**config.mk**
```make
export PLATFORM = sky130hd
export DESIGN_NAME = gear_selector_fsm_flat
export DESIGN_NICKNAME = d
export VERILOG_FILES = /design/src/rtl/gear_selector_fsm_pkg.sv /design/src/rtl/gear_selector_fsm_if.sv /design/src/rtl/gear_selector_fsm_shift_dwell_timer.sv /design/src/rtl/gear_selector_fsm.sv /design/src/flat_wrapper.sv
export SDC_FILE = /design/constraint.sdc
export NUM_CORES = 1
export LEC_CHECK = 0
export CORE_ASPECT_RATIO = 1.25
export CORE_UTILIZATION = 49
export CTS_BUF_LIST = sky130_fd_sc_hd__clkbuf_2 sky130_fd_sc_hd__clkbuf_4 sky130_fd_sc_hd__clkbuf_8
export CTS_CLUSTER_SIZE = 12
export DETAILED_ROUTE_END_ITERATION = 10
export DONT_BUFFER_PORTS = 1
export PLACE_DENSITY = 0.75
export SETUP_SLACK_MARGIN = 0.5
export SLEW_MARGIN = 15
export SYNTH_ARGS = -nofsm -noshare
export SYNTH_HDL_FRONTEND = slang
export SYNTH_HIERARCHICAL = 1
export SYNTH_SLANG_ARGS = --single-unit
```
**constraint.sdc**
```tcl
create_clock -name clk -period 7.3 [get_ports clk]
set_input_delay 0.73 -clock clk [delete_from_list [all_inputs] [get_ports clk]]
set_output_delay 0.73 -clock clk [all_outputs]
set_load 0.005 [all_outputs]
```
**src/rtl/gear_selector_fsm_pkg.sv**
```systemverilog
// Shared types and helpers for the gear selector: mode encoding, gear width
// calculation and lever request priority encoding.
package gear_pkg;

  typedef enum logic [1:0] {
    MODE_P = 2'b00,
    MODE_N = 2'b01,
    MODE_R = 2'b10,
    MODE_D = 2'b11
  } mode_e;

  typedef struct packed {
    logic  valid;
    mode_e mode;
  } req_t;

  // Width needed to hold gear numbers 0..num_gears
  function automatic int unsigned gear_width(input int unsigned num_gears);
    return $clog2(num_gears + 1);
  endfunction

  // Lever priority P > N > R > D; valid low means no request this cycle
  function automatic req_t encode_req(input logic sel_p, input logic sel_n,
                                      input logic sel_r, input logic sel_d);
    req_t r;
    r.valid = sel_p | sel_n | sel_r | sel_d;
    if (sel_p)      r.mode = MODE_P;
    else if (sel_n) r.mode = MODE_N;
    else if (sel_r) r.mode = MODE_R;
    else            r.mode = MODE_D;
    return r;
  endfunction

endpackage

```
**src/rtl/gear_selector_fsm_if.sv**
```systemverilog
// Lever/speed inputs and mode/gear indications of the gear selector.
// GEAR_SELECTOR_KICKDOWN_EN adds the kickdown request line.
interface gear_selector_fsm_if #(
  parameter int unsigned NUM_GEARS = 6,
  parameter int unsigned SPEED_W   = 8
);
  import gear_pkg::*;

  localparam int unsigned GEAR_W = gear_width(NUM_GEARS);

  logic                 sel_p;
  logic                 sel_n;
  logic                 sel_r;
  logic                 sel_d;
  logic [SPEED_W-1:0]   speed;
`ifdef GEAR_SELECTOR_KICKDOWN_EN
  logic                 kickdown;
`endif
  logic [1:0]           mode_o;
  logic                 p_o;
  logic                 n_o;
  logic                 r_o;
  logic [GEAR_W-1:0]    gear_o;
  logic [NUM_GEARS-1:0] gear_oh_o;
  logic                 shift_o;
  logic                 reject_o;

`ifdef GEAR_SELECTOR_KICKDOWN_EN
  modport master (output sel_p, sel_n, sel_r, sel_d, speed, kickdown,
                  input  mode_o, p_o, n_o, r_o, gear_o, gear_oh_o, shift_o, reject_o);
  modport slave  (input  sel_p, sel_n, sel_r, sel_d, speed, kickdown,
                  output mode_o, p_o, n_o, r_o, gear_o, gear_oh_o, shift_o, reject_o);
`else
  modport master (output sel_p, sel_n, sel_r, sel_d, speed,
                  input  mode_o, p_o, n_o, r_o, gear_o, gear_oh_o, shift_o, reject_o);
  modport slave  (input  sel_p, sel_n, sel_r, sel_d, speed,
                  output mode_o, p_o, n_o, r_o, gear_o, gear_oh_o, shift_o, reject_o);
`endif

endinterface

```
**src/rtl/gear_selector_fsm_shift_dwell_timer.sv**
```systemverilog
// Minimum-dwell timer between gear shifts: load, saturating decrement, clear.
module shift_dwell_timer #(
  parameter int unsigned DWELL_CYCLES = 16
) (
  input  logic clk,
  input  logic reset,
  input  logic load,
  input  logic clear,
  input  logic dec,
  output logic zero_c
);

  localparam int unsigned   CW       = $clog2(DWELL_CYCLES) + 1;
  localparam logic [CW-1:0] LOAD_VAL = CW'(DWELL_CYCLES - 1);

  logic [CW-1:0] cnt_q;

  // Clear beats load; decrement stops at zero
  always_ff @(posedge clk or posedge reset) begin
    if (reset)                     cnt_q <= '0;
    else if (clear)                cnt_q <= '0;
    else if (load)                 cnt_q <= LOAD_VAL;
    else if (dec && cnt_q != '0)   cnt_q <= cnt_q - CW'(1);
  end

  assign zero_c = (cnt_q == '0);

endmodule

```
**src/rtl/gear_selector_fsm.sv**
```systemverilog
// P/N/R/D selector with speed interlock and dwell-limited automatic shifting
// over NUM_GEARS forward gears. Optional macro GEAR_SELECTOR_KICKDOWN_EN
// adds a forced one-gear kickdown downshift.
module gear_selector_fsm
  import gear_pkg::*;
#(
  parameter int unsigned NUM_GEARS    = 6,
  parameter int unsigned SPEED_W      = 8,
  parameter int unsigned SHIFT_STEP   = 20,
  parameter int unsigned HYST         = 4,
  parameter int unsigned DWELL_CYCLES = 16
) (
  input  logic          clk,
  input  logic          reset,
  gear_selector_fsm_if.slave bus
);

  localparam int unsigned       GEAR_W   = gear_width(NUM_GEARS);
  localparam int unsigned       TW       = SPEED_W + GEAR_W + 1;
  localparam logic [GEAR_W-1:0] GEAR_ONE = GEAR_W'(1);
  localparam logic [GEAR_W-1:0] GEAR_MAX = GEAR_W'(NUM_GEARS);

  mode_e                mode_q, mode_d;
  logic [GEAR_W-1:0]    gear_q, gear_d;
  logic [NUM_GEARS-1:0] gear_oh_d;
  logic                 shift_d, reject_d;
  logic                 tmr_load, tmr_clear, tmr_zero_c;
  logic                 grant_c, up_c, down_c, kd_fire_c;
  logic [TW-1:0]        speed_ext_c, up_thr_c, down_thr_c;
  req_t                 req_c;

  shift_dwell_timer #(.DWELL_CYCLES(DWELL_CYCLES)) u_dwell (
    .clk    (clk),
    .reset  (reset),
    .load   (tmr_load),
    .clear  (tmr_clear),
    .dec    (mode_q == MODE_D),
    .zero_c (tmr_zero_c)
  );

  assign req_c = encode_req(bus.sel_p, bus.sel_n, bus.sel_r, bus.sel_d);

  // Interlock: N always; P/R only at standstill; D from R only at standstill
  always_comb begin
    case (req_c.mode)
      MODE_N:  grant_c = 1'b1;
      MODE_D:  grant_c = (mode_q != MODE_R) || (bus.speed == '0);
      default: grant_c = (bus.speed == '0);
    endcase
  end

  // Shift thresholds at widened precision so nothing truncates
  always_comb begin
    speed_ext_c = TW'(bus.speed);
    up_thr_c    = TW'(gear_q) * TW'(SHIFT_STEP);
    down_thr_c  = TW'(gear_q - GEAR_ONE) * TW'(SHIFT_STEP);
    up_c        = (gear_q < GEAR_MAX) && (speed_ext_c >= up_thr_c);
    down_c      = (gear_q > GEAR_ONE) && ((speed_ext_c + TW'(HYST)) < down_thr_c);
  end

`ifdef GEAR_SELECTOR_KICKDOWN_EN
  logic kd_lock_q;

  // One kickdown per dwell window; firing ignores the dwell counter itself
  assign kd_fire_c = bus.kickdown && (mode_q == MODE_D) && (gear_q > GEAR_ONE) &&
                     (!kd_lock_q || tmr_zero_c);

  // Lock further kickdowns until the dwell started by this one expires
  always_ff @(posedge clk or posedge reset) begin
    if (reset)                  kd_lock_q <= 1'b0;
    else if (mode_d != MODE_D)  kd_lock_q <= 1'b0;
    else if (kd_fire_c)         kd_lock_q <= 1'b1;
    else if (tmr_zero_c)        kd_lock_q <= 1'b0;
  end
`else
  assign kd_fire_c = 1'b0;
`endif

  // Next mode/gear: a granted mode change pre-empts any shift evaluation
  always_comb begin
    mode_d    = mode_q;
    gear_d    = gear_q;
    shift_d   = 1'b0;
    reject_d  = 1'b0;
    tmr_load  = 1'b0;
    tmr_clear = 1'b0;
    if (req_c.valid && (req_c.mode != mode_q) && grant_c) begin
      mode_d = req_c.mode;
      if (req_c.mode == MODE_D) begin
        gear_d   = GEAR_ONE;
        tmr_load = 1'b1;
      end else begin
        gear_d    = '0;
        tmr_clear = 1'b1;
      end
    end else begin
      reject_d = req_c.valid && (req_c.mode != mode_q);
      if (mode_q == MODE_D) begin
        if (kd_fire_c || (tmr_zero_c && down_c)) begin
          gear_d   = gear_q - GEAR_ONE;
          shift_d  = 1'b1;
          tmr_load = 1'b1;
        end else if (tmr_zero_c && up_c) begin
          gear_d   = gear_q + GEAR_ONE;
          shift_d  = 1'b1;
          tmr_load = 1'b1;
        end
      end
    end
    for (int i = 0; i < NUM_GEARS; i++) begin
      gear_oh_d[i] = (gear_d == GEAR_W'(i + 1));
    end
  end

  // State and registered outputs
  always_ff @(posedge clk or posedge reset) begin
    if (reset) begin
      mode_q        <= MODE_P;
      gear_q        <= '0;
      bus.mode_o    <= MODE_P;
      bus.p_o       <= 1'b1;
      bus.n_o       <= 1'b0;
      bus.r_o       <= 1'b0;
      bus.gear_o    <= '0;
      bus.gear_oh_o <= '0;
      bus.shift_o   <= 1'b0;
      bus.reject_o  <= 1'b0;
    end else begin
      mode_q        <= mode_d;
      gear_q        <= gear_d;
      bus.mode_o    <= mode_d;
      bus.p_o       <= (mode_d == MODE_P);
      bus.n_o       <= (mode_d == MODE_N);
      bus.r_o       <= (mode_d == MODE_R);
      bus.gear_o    <= gear_d;
      bus.gear_oh_o <= gear_oh_d;
      bus.shift_o   <= shift_d;
      bus.reject_o  <= reject_d;
    end
  end

endmodule

```
**src/flat_wrapper.sv**
```systemverilog
// flat-port wrapper written by rule: the top's interface ports become plain ports
module gear_selector_fsm_flat import gear_pkg::*;
#(
  parameter int unsigned NUM_GEARS    = 6,
  parameter int unsigned SPEED_W      = 8,
  parameter int unsigned SHIFT_STEP   = 20,
  parameter int unsigned HYST         = 4,
  parameter int unsigned DWELL_CYCLES = 16
)
  (clk, reset, bus_sel_p, bus_sel_n, bus_sel_r, bus_sel_d, bus_speed, bus_mode_o, bus_p_o, bus_n_o, bus_r_o, bus_gear_o, bus_gear_oh_o, bus_shift_o, bus_reject_o);
  gear_selector_fsm_if #(.NUM_GEARS(NUM_GEARS), .SPEED_W(SPEED_W)) bus_i ();
  input  logic clk;
  input  logic reset;
  input wire logic [$bits(bus_i.sel_p)-1:0] bus_sel_p;
  input wire logic [$bits(bus_i.sel_n)-1:0] bus_sel_n;
  input wire logic [$bits(bus_i.sel_r)-1:0] bus_sel_r;
  input wire logic [$bits(bus_i.sel_d)-1:0] bus_sel_d;
  input wire logic [$bits(bus_i.speed)-1:0] bus_speed;
  output wire logic [$bits(bus_i.mode_o)-1:0] bus_mode_o;
  output wire logic [$bits(bus_i.p_o)-1:0] bus_p_o;
  output wire logic [$bits(bus_i.n_o)-1:0] bus_n_o;
  output wire logic [$bits(bus_i.r_o)-1:0] bus_r_o;
  output wire logic [$bits(bus_i.gear_o)-1:0] bus_gear_o;
  output wire logic [$bits(bus_i.gear_oh_o)-1:0] bus_gear_oh_o;
  output wire logic [$bits(bus_i.shift_o)-1:0] bus_shift_o;
  output wire logic [$bits(bus_i.reject_o)-1:0] bus_reject_o;
  assign bus_i.sel_p = bus_sel_p;
  assign bus_i.sel_n = bus_sel_n;
  assign bus_i.sel_r = bus_sel_r;
  assign bus_i.sel_d = bus_sel_d;
  assign bus_i.speed = bus_speed;
  assign bus_mode_o = bus_i.mode_o;
  assign bus_p_o = bus_i.p_o;
  assign bus_n_o = bus_i.n_o;
  assign bus_r_o = bus_i.r_o;
  assign bus_gear_o = bus_i.gear_o;
  assign bus_gear_oh_o = bus_i.gear_oh_o;
  assign bus_shift_o = bus_i.shift_o;
  assign bus_reject_o = bus_i.reject_o;
  gear_selector_fsm #(.NUM_GEARS(NUM_GEARS), .SPEED_W(SPEED_W), .SHIFT_STEP(SHIFT_STEP), .HYST(HYST), .DWELL_CYCLES(DWELL_CYCLES)) u_core (.clk(clk), .reset(reset), .bus(bus_i));
endmodule
```
# Word level (Yosys, flattened, before mapping)
# Index checks and enable logic that the tools add are counted.
word_totals:
  regBits: 21
  inputBits: 14
  out_inout_bits: 16
  elab_cells: 71
op_classes:
  n_addsub: 5
  mul: 2
  n_lt_le_gt_ge: 4
  eq_ne: 13
  mux: 22
  n_bitwise: 3
  reduce_logical: 13
ops:
  columns: ["op", "count"]
  rows:
  - ["$mux W5", 3]
  - ["$lt A12 B12 Y1", 1]
  - ["$mul A12 B3 Y10 const B", 1]
  - ["$mux W3", 4]
  - ["$mux W1", 11]
  - ["$add A8 B3 Y9 const B", 1]
  - ["$eq A3 B3 Y1 const B", 3]
  - ["$ge A8 B8 Y1", 1]
  - ["$logic_not A8 Y1", 1]
  - ["$logic_and A1 B1 Y1", 7]
  - ["$eq A2 B2 Y1 const B", 3]
  - ["$eq A3 B2 Y1 const B", 2]
  - ["$mul A3 B3 Y6 const B", 1]
  - ["$mux W2", 3]
  - ["$logic_not A5 Y1", 1]
  - ["$reduce_bool A5 Y1", 1]
  - ["$sub A5 B1 Y5 const B", 1]
  - ["$eq A2 B1 Y1 const B", 2]
  - ["$sub A3 B1 Y4 const B", 1]
  - ["$add A3 B1 Y3 const B", 1]
  - ["$eq A3 B1 Y1 const B", 1]
  - ["$gt A3 B1 Y1 const B", 1]
  - ["$lt A3 B3 Y1 const B", 1]
  - ["$or A1 B1 Y1", 3]
  - ["other kinds (7)", 7]

# Depth between registers and ports, before layout
# Gate-level depths: netlist of run 1.
depth:
  ltp_word: 10
  mapped_depth: 16
  mapped_depth_nobuf: 15

# By module
# Netlist of run 1, hierarchy kept.
by_module_without_submodules:
  columns: ["module", "instances", "cells_each", "area_per_inst_um2", "seq_area_each_um2"]
  rows:
  - ["gear_selector_fsm", 1, 159, 1524.0, 401.6]
  - ["shift_dwell_timer", 1, 29, 292.8, 125.1]

# Worst setup path before layout of run 1
# Ideal clock, no wire load.
synth_path:
  path_type: "reg2reg"
  start: "register u_core.gear_q[0]"
  end: "register u_core.u_dwell.cnt_q[0]"
  setup_time_ns: 0.122
  t_arrival_ns: 4.021
  required_time_ns: 7.178
  setup_slack_ns: 3.158
  stages_incl_launch_ff: 17
  path_buffers: 1
  synth_period_minus_slack_ns: 4.142
  path_cell_list: "dfrtp_1 inv_1 ha_1 inv_1 ha_1 ha_1 fa_1 xnor2_1 ha_1 a21o_1 a2111oi_4 and2_4 a2bb2oi_4 a21oi_1 clkbuf_1 nor2_1 a2111oi_1"
synth_via:
  elab_chain_len: 10
  elab_cells_between_ends: 18
  classes_between: "add/sub: 1; mul: 2; order compare: 4; mux: 6; reduce/logical: 5"
synth_rtl:
  columns: ["item", "line_no", "text"]
  rows:
  - ["start, declared", "gear_selector_fsm.sv:24", "logic [GEAR_W-1:0] gear_q, gear_d;"]
  - ["start signal, assigned", "gear_selector_fsm.sv:130", "gear_q <= gear_d;"]
  - ["$sub A3 B1 Y4 / $mul A3 B3 Y6 (equally long branches)", "gear_selector_fsm.sv:56, gear_selector_fsm.sv:55", null]
  - ["$mul A12 B3 Y10 / $ge A8 B8 Y1 (equally long branches)", "gear_selector_fsm.sv:56, gear_selector_fsm.sv:57", null]
  - ["$lt A12 B12 Y1 / $logic_and A1 B1 Y1 (equally long branches)", "gear_selector_fsm.sv:58, gear_selector_fsm.sv:57", null]
  - ["$logic_and A1 B1 Y1, on equally long branches", "gear_selector_fsm.sv:58, gear_selector_fsm.sv:103", null]
  - ["$logic_and A1 B1 Y1 / $mux W1 (equally long branches)", "gear_selector_fsm.sv:99, gear_selector_fsm.sv:103", null]
  - ["$mux W1 (*)", "gear_selector_fsm.sv:99", "if (kd_fire_c || (tmr_zero_c && down_c)) begin"]
  - ["$mux W1 (*)", "gear_selector_fsm.sv:98", "if (mode_q == MODE_D) begin"]
  - ["$mux W1 (*)", "gear_selector_fsm.sv:87", "if (req_c.valid && (req_c.mode != mode_q) && grant_c) begin"]
  - ["named net u_core.tmr_load", "gear_selector_fsm.sv:27", "logic tmr_load, tmr_clear, tmr_zero_c;"]
  - ["$mux W5", "gear_selector_fsm_shift_dwell_timer.sv:22", "else if (load) cnt_q <= LOAD_VAL;"]
  - ["$mux W5", "gear_selector_fsm_shift_dwell_timer.sv:21", "else if (clear) cnt_q <= '0;"]
  - ["end signal, assigned", "gear_selector_fsm_shift_dwell_timer.sv:23", "else if (dec && cnt_q != '0) cnt_q <= cnt_q - CW'(1);"]
  - ["end, declared", "gear_selector_fsm_shift_dwell_timer.sv:16", "logic [CW-1:0] cnt_q;"]
# Mark *: on every way through the listed nets, which the timed path passes. The rest lies on a longest branch.
# A chain may end at the register's enable or synchronous reset.

# Final worst setup path of run 1
# Same ends and word-level chain as after synthesis.

==> results.md, run 1 <==
- The run finished with clean final reports.
- The first-pass detailed-route iteration total is 4.
- The clock net in this run drives a total of 21 sinks.
- The startpoint class of the critical path is a flip-flop.
- The number of nets with antenna violations after detailed routing is 0.
- The most common cell in the synthesized netlist is sky130_fd_sc_hd__ha_1.
- The HPWL after detailed placement is 3020 um.
- The switching power share of the total is 46.7%.
- The first-pass GRT wire length is 6690 um.
- The number of hold buffers added after CTS is 0.
- In this design, the critical path's most frequently occurring cell is sky130_fd_sc_hd__ha_1.
- The final count of hold timing violations came to 0.
- Dividing the detail-routed via count by the number of cells gives 6.12.
- The region available for standard cell placement spans 3510 um2.
- Once the clock tree was built, the resizer swapped 0 gates to a different size.
- The vertical die dimension is 70.1 um.
- The number of nets in the layout is 230.
- At the pin with the least slew margin, the transition time is 0.626 ns.
- Cell internal power was estimated by the tool at 0.415 mW.
- The total global routing track utilization is 21.0%.
- The clock share of power is 9.3%.
- Averaged over all synthesized cells, the footprint is 9.66 um2.
- For this design the top-level I/O count stands at 30.
- The analysis attributes to cell leakage a power of 0.882 nW.
- The cell class contributing the biggest share of worst-path delay is compound AO/OA/AOI/OAI gates.
- For this run, the leading register cell type out of synthesis is sky130_fd_sc_hd__dfrtp_1.
- The number of DRC violations after detailed routing is 0.
- The maximum count of clock buffers along a single path is 2.
- The arrival time at the worst endpoint is 5.01 ns.
- The clock latency on the worst-skew pair is 0.25 ns.
- STA puts the critical path data required time at 7.41 ns.
- Subtracting the final worst setup slack from the clock period gives 4.90 ns.
- The critical path goes through inv_1 > ha_1 > inv_1 > ha_1 > ha_1 > fa_1 > xnor2_1 > ha_1 > a21o_1 > a2111oi_4 > and2_4 > a2bb2oi_4 > a21oi_1 > nor3_1 > a2111oi_1.
- The max-slew violation total from the final report is 0.
- The number of warning messages in the yosys log is 6.
- The routed layout has 1390 vias.
- The setup slack on the worst flop-to-flop path is 2.40 ns.
- On the worst path, the slowest cell contributes a delay of 0.56 ns.
- Power spread over the standard cell area amounts to 413 nW/um2.
- The number of buffers and inverters on the critical path is 2.
- The count of placed standard cells including taps is 223.
- Setup repair after global routing left no endpoint under its margin.
- The slowest stage of the critical path belongs to the cell sky130_fd_sc_hd__a2111oi_4.
- The tool flagged a number of max-cap violations equal to 0.
- The post-route netlist has 10.1% of its cells at a drive strength greater than 1.
- 0 antenna diodes ended up in the layout.
- The leftover overflow at the end of global routing is 0.
- The switching power total is 0.363 mW.
- In this run the critical register-to-register path is captured at u_core/u_dwell/cnt_q[0]$_DFFE_PP0P_.
- The number of global-route vias before repair is 1510.
- Registers are responsible for 26.4% of the overall power.
- Entering global routing, the biggest net connects 17 pins.
- In this run, the number of DRC markers left after iteration 0 of detailed routing was 67.
- The worst hold-check slack is 0.262 ns.
- Counting every net in the synthesized netlist gives 229.
- The largest voltage drop on the vdd net is 333 uV.
- The type of the most critical hold path is in -> async.
- After detailed routing, the average wire length per cell comes to 16.8 um.
- Ranked by total cell area, the synthesized netlist is headed by sky130_fd_sc_hd__dfrtp_1 28%, sky130_fd_sc_hd__ha_1 18%, sky130_fd_sc_hd__inv_1 4.5%.
- The biggest area consumer among synthesized cells is sky130_fd_sc_hd__dfrtp_1.
- The die is 56.5 um wide.
- Along the worst path, the maximum fanout reaches 9.
- The floorplan has 24 rows.
- The finished layout holds 227 standard cells, fillers aside.
- Dividing the final minimum period by the clock period gives 67.1%.
- On the final layout, the worst clock skew is 0.00125 ns.
- Of the total power, combinational logic draws 64.3%.
- The initial antenna violation count came to 0.
- In this run, distinct cell masters in the synthesized netlist total 56.
- The startpoint of the worst-slack reg-to-reg timing path is u_core/gear_q[0]$_DFF_PP0_.
- The max-slew headroom at the worst pin is 58.2%.
- Static timing analysis puts the maximum clock frequency at 0.204 GHz.
- After clock tree synthesis, the setup repair step added 0 buffers.
- The cell count after synthesis came out at 188.
- The commonest cells after synthesis are 26 x sky130_fd_sc_hd__ha_1, 22 x sky130_fd_sc_hd__inv_1, 20 x sky130_fd_sc_hd__dfrtp_1, 11 x sky130_fd_sc_hd__a21oi_1, 11 x sky130_fd_sc_hd__nor2_1.
- The cell area that synthesis handed to floorplanning was 1820 um2.
- The part of the Yosys area used for sequential elements is 29.0%.
- The CTS tree is built.
- Compared with the post-synthesis result, the final layout area differs by 3.72%.
- Counting flops with a built-in enable in the synthesized netlist gives 0.
- The area share of the largest cell type after synthesis is 27.5%.
- The count of buffers added on input and output ports is 0.
- The worst setup path is of the reg -> reg kind.
- Setup violations remaining at the end of the flow were counted as 0.
- The root buffer selected by CTS is sky130_fd_sc_hd__clkbuf_8.
- The final weighted congestion in routability-driven placement is 0.803.
- Counting cells, the worst reg-to-reg path comes to 15.
- STA classifies the critical path endpoint as a flip-flop.
- In the final timing run, aggregate negative setup slack is 0 ns.
- The share of async-settable or async-resettable flops after synthesis is 100%.
- The CTS H-tree depth is 1.
- The initial core utilization is 51.7%.
- The area of the die is 3960 um2.
- The synthesized design contains 21 register bits.
- The post-CTS clock slew at the launch and capture registers of the worst setup and hold paths is 0.07 ns.
- TritonCTS created 3 clock buffers.
- The detailed-route wire length is 3800 um.
-- layout make-up --
cell class,instances,area [um2]
clock inverters,1,5.00
inverters,23,87.6
multi-input cells,140,1170
clock buffers,3,41.3
fillers,304,1630
flip-flops and latches,21,527
well taps,39,48.8
-- how the worst max path moves through the flow --
stage / from / endpoint / slack (ns) / cells past startpoint
floorplan: u_core/gear_q[0]$_DFF_PP0_ / u_core/u_dwell/cnt_q[0]$_DFFE_PP0P_ / 3.16 / 16
global placement: u_core/gear_q[0]$_DFF_PP0_ / u_core/u_dwell/cnt_q[1]$_DFFE_PP0P_ / 2.73 / 15
detailed placement: u_core/gear_q[0]$_DFF_PP0_ / u_core/u_dwell/cnt_q[0]$_DFFE_PP0P_ / 2.42 / 15
CTS: u_core/gear_q[0]$_DFF_PP0_ / u_core/u_dwell/cnt_q[0]$_DFFE_PP0P_ / 2.40 / 15
global route: u_core/gear_q[0]$_DFF_PP0_ / u_core/u_dwell/cnt_q[1]$_DFFE_PP0P_ / 2.03 / 15
finish: u_core/gear_q[0]$_DFF_PP0_ / u_core/u_dwell/cnt_q[0]$_DFFE_PP0P_ / 2.40 / 15
-- metrics by stage --
step / total power, mW / area, um2 / util [%] / setup WS (ns)
after floorplan: 0.603 / 1820 / - / 3.16
after global placement: 0.674 / 1840 / 52.3 / 2.73
after detailed placement: 0.711 / 1840 / 52.3 / 2.42
after CTS: 0.786 / 1880 / 53.6 / 2.40
after global routing: 0.873 / 1880 / 53.6 / 2.03
final: 0.779 / 1880 / 53.6 / 2.40
-- power by group through the flow --
| stage | Sequential, mW | Clock (mW) | Combinational [mW] |
|---|---|---|---|
| 6_report | 0.206 | 0.0724 | 0.501 |
| 5_1_grt | 0.213 | 0.0785 | 0.582 |
| 4_1_cts | 0.206 | 0.0758 | 0.504 |
| 3_5_place_dp | 0.208 | 0 | 0.503 |
| 3_3_place_gp | 0.205 | 0 | 0.468 |
| 2_1_floorplan | 0.192 | 0 | 0.411 |
-- cells in the final DEF, fill, tap and decap left out, types with 3 or more instances in the layout --
cell type,count
sky130_fd_sc_hd__a21o_1,3
sky130_fd_sc_hd__a21oi_1,11
sky130_fd_sc_hd__and2_1,3
sky130_fd_sc_hd__and3_1,3
sky130_fd_sc_hd__clkbuf_8,3
sky130_fd_sc_hd__dfrtp_1,20
sky130_fd_sc_hd__ha_1,26
sky130_fd_sc_hd__inv_1,22
sky130_fd_sc_hd__nand2_1,8
sky130_fd_sc_hd__nand2b_1,3
sky130_fd_sc_hd__nand3_1,7
sky130_fd_sc_hd__nor2_1,11
sky130_fd_sc_hd__nor3_1,7
sky130_fd_sc_hd__o211ai_1,3
sky130_fd_sc_hd__o21ai_0,4
sky130_fd_sc_hd__o21ai_1,3
sky130_fd_sc_hd__xnor2_1,5
-- logic make-up (layout without fill, tap and decap cells) --
group | count (synthesis) | count (layout) | synth area share (%)
simple gates | 59 | 59 | 19.5
compound gates | 41 | 41 | 18.9
fa+ha+maj | 27 | 27 | 19.0
buf+inv | 27 | 27 | 6.34
flops | 21 | 21 | 29.0
xor+xnor | 8 | 8 | 4.27
mux | 5 | 5 | 2.96
-- layer usage --
layer / global-route usage [%] / vias up / share of wire (%)
met3: 1.85 / 4 / 4.5
met2: 37.9 / 35 / 54
met4: 6.50 / 0 / 0.76
li1: - / 678 / -
met1: 26.0 / 673 / 41
met5: 0 / - / 0
-- sequential cells by signal (all words and copies together) (netlist names) --
register / cells
u_core/bus.gear_oh_o: 6
u_core/u_dwell/cnt_q: 5
u_core/gear_q: 3
u_core/mode_q: 2
u_core/bus.n_o: 1
u_core/bus.p_o: 1
u_core/bus.r_o: 1
u_core/bus.reject_o: 1
u_core/bus.shift_o: 1
Note: power is estimated with default switching activity, not from simulation.
==> run 2, diff against run 1 <==
Clock period 7.3 ns to 4.91 ns, I/O delays scaled along.
==> results.md, run 2 (synthesis gave the netlist of run 1 again) <==
- The final count of hold timing violations is 0.
- Across all register-to-register paths, the minimum setup slack is 0.76 ns.
- TritonCTS built the clock tree.
- The clock buffer count from CTS is 3.
- The library cell used most frequently in the layout, excluding fill and tap cells, is sky130_fd_sc_hd__ha_1.
- The cell area power density is 611 nW/um2.
- The largest voltage drop on the vdd net is 597 uV.
- The number of vias in the routed layout is 1419.
- The clock period minus final worst setup slack is 4.15 ns.
- The pre-antenna-repair detailed-routing pass consisted of 4 iterations.
- On the worst path, the slowest cell contributes a delay of 0.41 ns.
- For the worst setup path, the data arrival time is 4.27 ns.
- The largest registers in the layout are u_core/bus.gear_oh_o: 6 flops, u_core/u_dwell/cnt_q: 5 flops, u_core/gear_q: 3 flops.
- The number of nets with antenna violations after detailed routing is 0.
- STA classifies the critical path endpoint as a flip-flop.
- The initial core utilization is 51.7%.
- Dividing the detail-routed wire length by the instance count gives 16.1 um.
- The cell with the most instances on the worst path is sky130_fd_sc_hd__ha_1.
- Measured against its own limit, the worst slew margin works out to 60.5%.
- Entering global routing, the biggest net connects 17 pins.
- The HPWL after detailed placement is 2950 um.
- The first-iteration detailed-routing DRC count is 36.
- The average vias per placed instance is 6.06.
- The floorplan step set the die height to 70.1 um.
- The total global routing track utilization is 20.9%.
- Setup repair after global routing left no endpoint under its margin.
- The endpoint required time on the critical path is 5.04 ns.
- The number of DRC violations after detailed routing is 0.
- For this design, the CTS-stage hold fixing added 0 buffers.
- The overall power is 1.18 mW.
- The filler cells instantiated in the layout total 316.
- The maximum net fanout on the critical path is 9.
- Summed over all layers, the global routing overflow is 0.
- The post-route netlist has 13.3% of its cells at a drive strength greater than 1.
- Relative to the synthesized area, the layout overhead comes to 6.61%.
- The post-CTS clock slew at the launch and capture registers of the worst setup and hold paths is 0.07 ns.
- The flow ran to the end, and the final reports show no timing, DRC or antenna violations.
- The x dimension of the die is 56.5 um.
- Setup violations remaining at the end of the flow were counted as 0.
- In the layout the commonest cells are 26 x sky130_fd_sc_hd__ha_1, 22 x sky130_fd_sc_hd__inv_1, 20 x sky130_fd_sc_hd__dfrtp_1.
- The die covers 3960 um2.
- Traced cell by cell, the critical path runs through buf_4 > or3_4 > clkinv_2 > ha_1 > ha_1 > fa_1 > xnor2_1 > ha_1 > a21o_1 > a2111oi_4 > and2_4 > a2bb2oi_4 > a21oi_1 > buf_4 > nor2_1 > a2111oi_1.
- The setup total negative slack is 0 ns.
- The number of antenna cells inserted is 0.
- The non-filler instance count after layout is 234.
- The register with the most flip-flops in the layout has 6 of them.
- After clock tree synthesis, the repair step resized 0 gates.
- The min-delay analysis places its worst path in the category in -> async.
- Routability-driven placement finished with a final weighted congestion of 0.881.
- The quantity of I/O buffers inserted on ports is 0.
- The clock drives 21 sinks.
- The endpoint of the lowest-slack register-to-register path is u_core/u_dwell/cnt_q[1]$_DFFE_PP0P_.
- Clock tree synthesis selected as its root buffer the cell sky130_fd_sc_hd__clkbuf_8.
- The leakage dissipation is 0.920 nW.
- After clock tree synthesis, the setup repair step added 0 buffers.
- The count of placed standard cells including taps is 227.
- The clock passes through at most 2 buffers.
- The critical path is of the reg -> reg type.
- After detailed routing, the total wire length is 3770 um.
- The startpoint of the worst-slack reg-to-reg timing path is u_core/gear_q[1]$_DFF_PP0_.
- The number of cells on the worst reg-to-reg path is 16.
- The max-slew violation total from the final report is 0.
- The tool flagged a number of max-cap violations equal to 0.
- The highest clock rate is 0.241 GHz.
- The highest-delay cell along the critical path is sky130_fd_sc_hd__a2111oi_4.
- The number of nets in the layout is 237.
- At the pin with the least slew margin, the transition time is 0.591 ns.
- The number of global-route vias before repair was 1480.
- For this design the top-level I/O count stands at 30.
- The CTS H-tree depth is 1.
- Across all hold checks on the routed design, the worst slack comes to 0.0161 ns.
- Dividing the final minimum period by the clock period gives 84.5%.
- The clock latency on the worst-skew pair is 0.26 ns.
- The initial antenna violation count came to 0.
- STA classifies the critical path startpoint as a flip-flop.
- Across the routed clock network, the largest skew measured is 0.00447 ns.
- The first-pass GRT wire length is 6560 um.
- The most flop-heavy register is u_core/bus.gear_oh_o.
- Row generation in the floorplan step produced 24 rows.
- The placeable core region is 3510 um2.
- The share of the core filled with cells is 55.1%.
-- run 2: changes by cell type in the layout (fill, tap and decap cells not counted), sizes merged --
| cell | previous run | this run |
|---|---|---|
| buf | 0 | 7 |
-- run 2: cell type report --
cell class                 count  area [um2]  share of cell area (%)
timing repair buffer           7        52.6                    2.71
multi-input combinational    140        1170                    60.7
tap                           39        48.8                    2.52
clock inverter                 1        5.00                   0.258
inverter                      23        87.6                    4.52
clock buffer                   3        41.3                    2.13
sequential                    21         527                    27.2
-- run 2: worst max-delay path: cells and delay by family (launching register included) --
kind	cells	cell delay (ns)
and+or+nand+nor	3	0.68
DFF	1	0.38
adders and majority gates	4	1.06
buffers and inverters	3	0.44
xor gates and xnor gates	1	0.18
AOI/OAI and AO/OA	5	1.27
-- run 2: metrics by stage --
step	setup slack (ns)	instance area (um2)
after global routing	0.501	1940
final	0.763	1940
after detailed placement	0.649	1870
after global placement	0.816	1870
after floorplan	0.768	1820
after CTS	0.626	1910
-- run 2: worst max path at each step --
stage                               startpoint  slack [ns]  depth (start not counted)                                  end
finish              u_core/gear_q[1]$_DFF_PP0_        0.76                         16  u_core/u_dwell/cnt_q[1]$_DFFE_PP0P_
global placement    u_core/gear_q[1]$_DFF_PP0_        0.82                         16  u_core/u_dwell/cnt_q[1]$_DFFE_PP0P_
floorplan           u_core/gear_q[0]$_DFF_PP0_        0.77                         16  u_core/u_dwell/cnt_q[0]$_DFFE_PP0P_
CTS                 u_core/gear_q[1]$_DFF_PP0_        0.63                         16  u_core/u_dwell/cnt_q[1]$_DFFE_PP0P_
detailed placement  u_core/gear_q[1]$_DFF_PP0_        0.65                         16  u_core/u_dwell/cnt_q[1]$_DFFE_PP0P_
global route        u_core/gear_q[1]$_DFF_PP0_        0.50                         16  u_core/u_dwell/cnt_q[1]$_DFFE_PP0P_
-- run 2: routing by layer --
layer,vias to the layer above,wire length (um),share of wire (%),track usage [%]
li1,694,-,-,-
met1,678,1560,41,24.6
met3,6,208,5.5,4.07
met5,-,0,0,0
met4,0,65,1.7,8.13
met2,41,1930,51,36.6
-- run 2: report_power, final --
part           switching [mW]  internal, mW  leakage, nW
Sequential             0.0537         0.231        0.274
Clock                  0.0532        0.0564       0.0255
Combinational           0.438         0.351        0.620
Total                   0.545         0.638        0.920
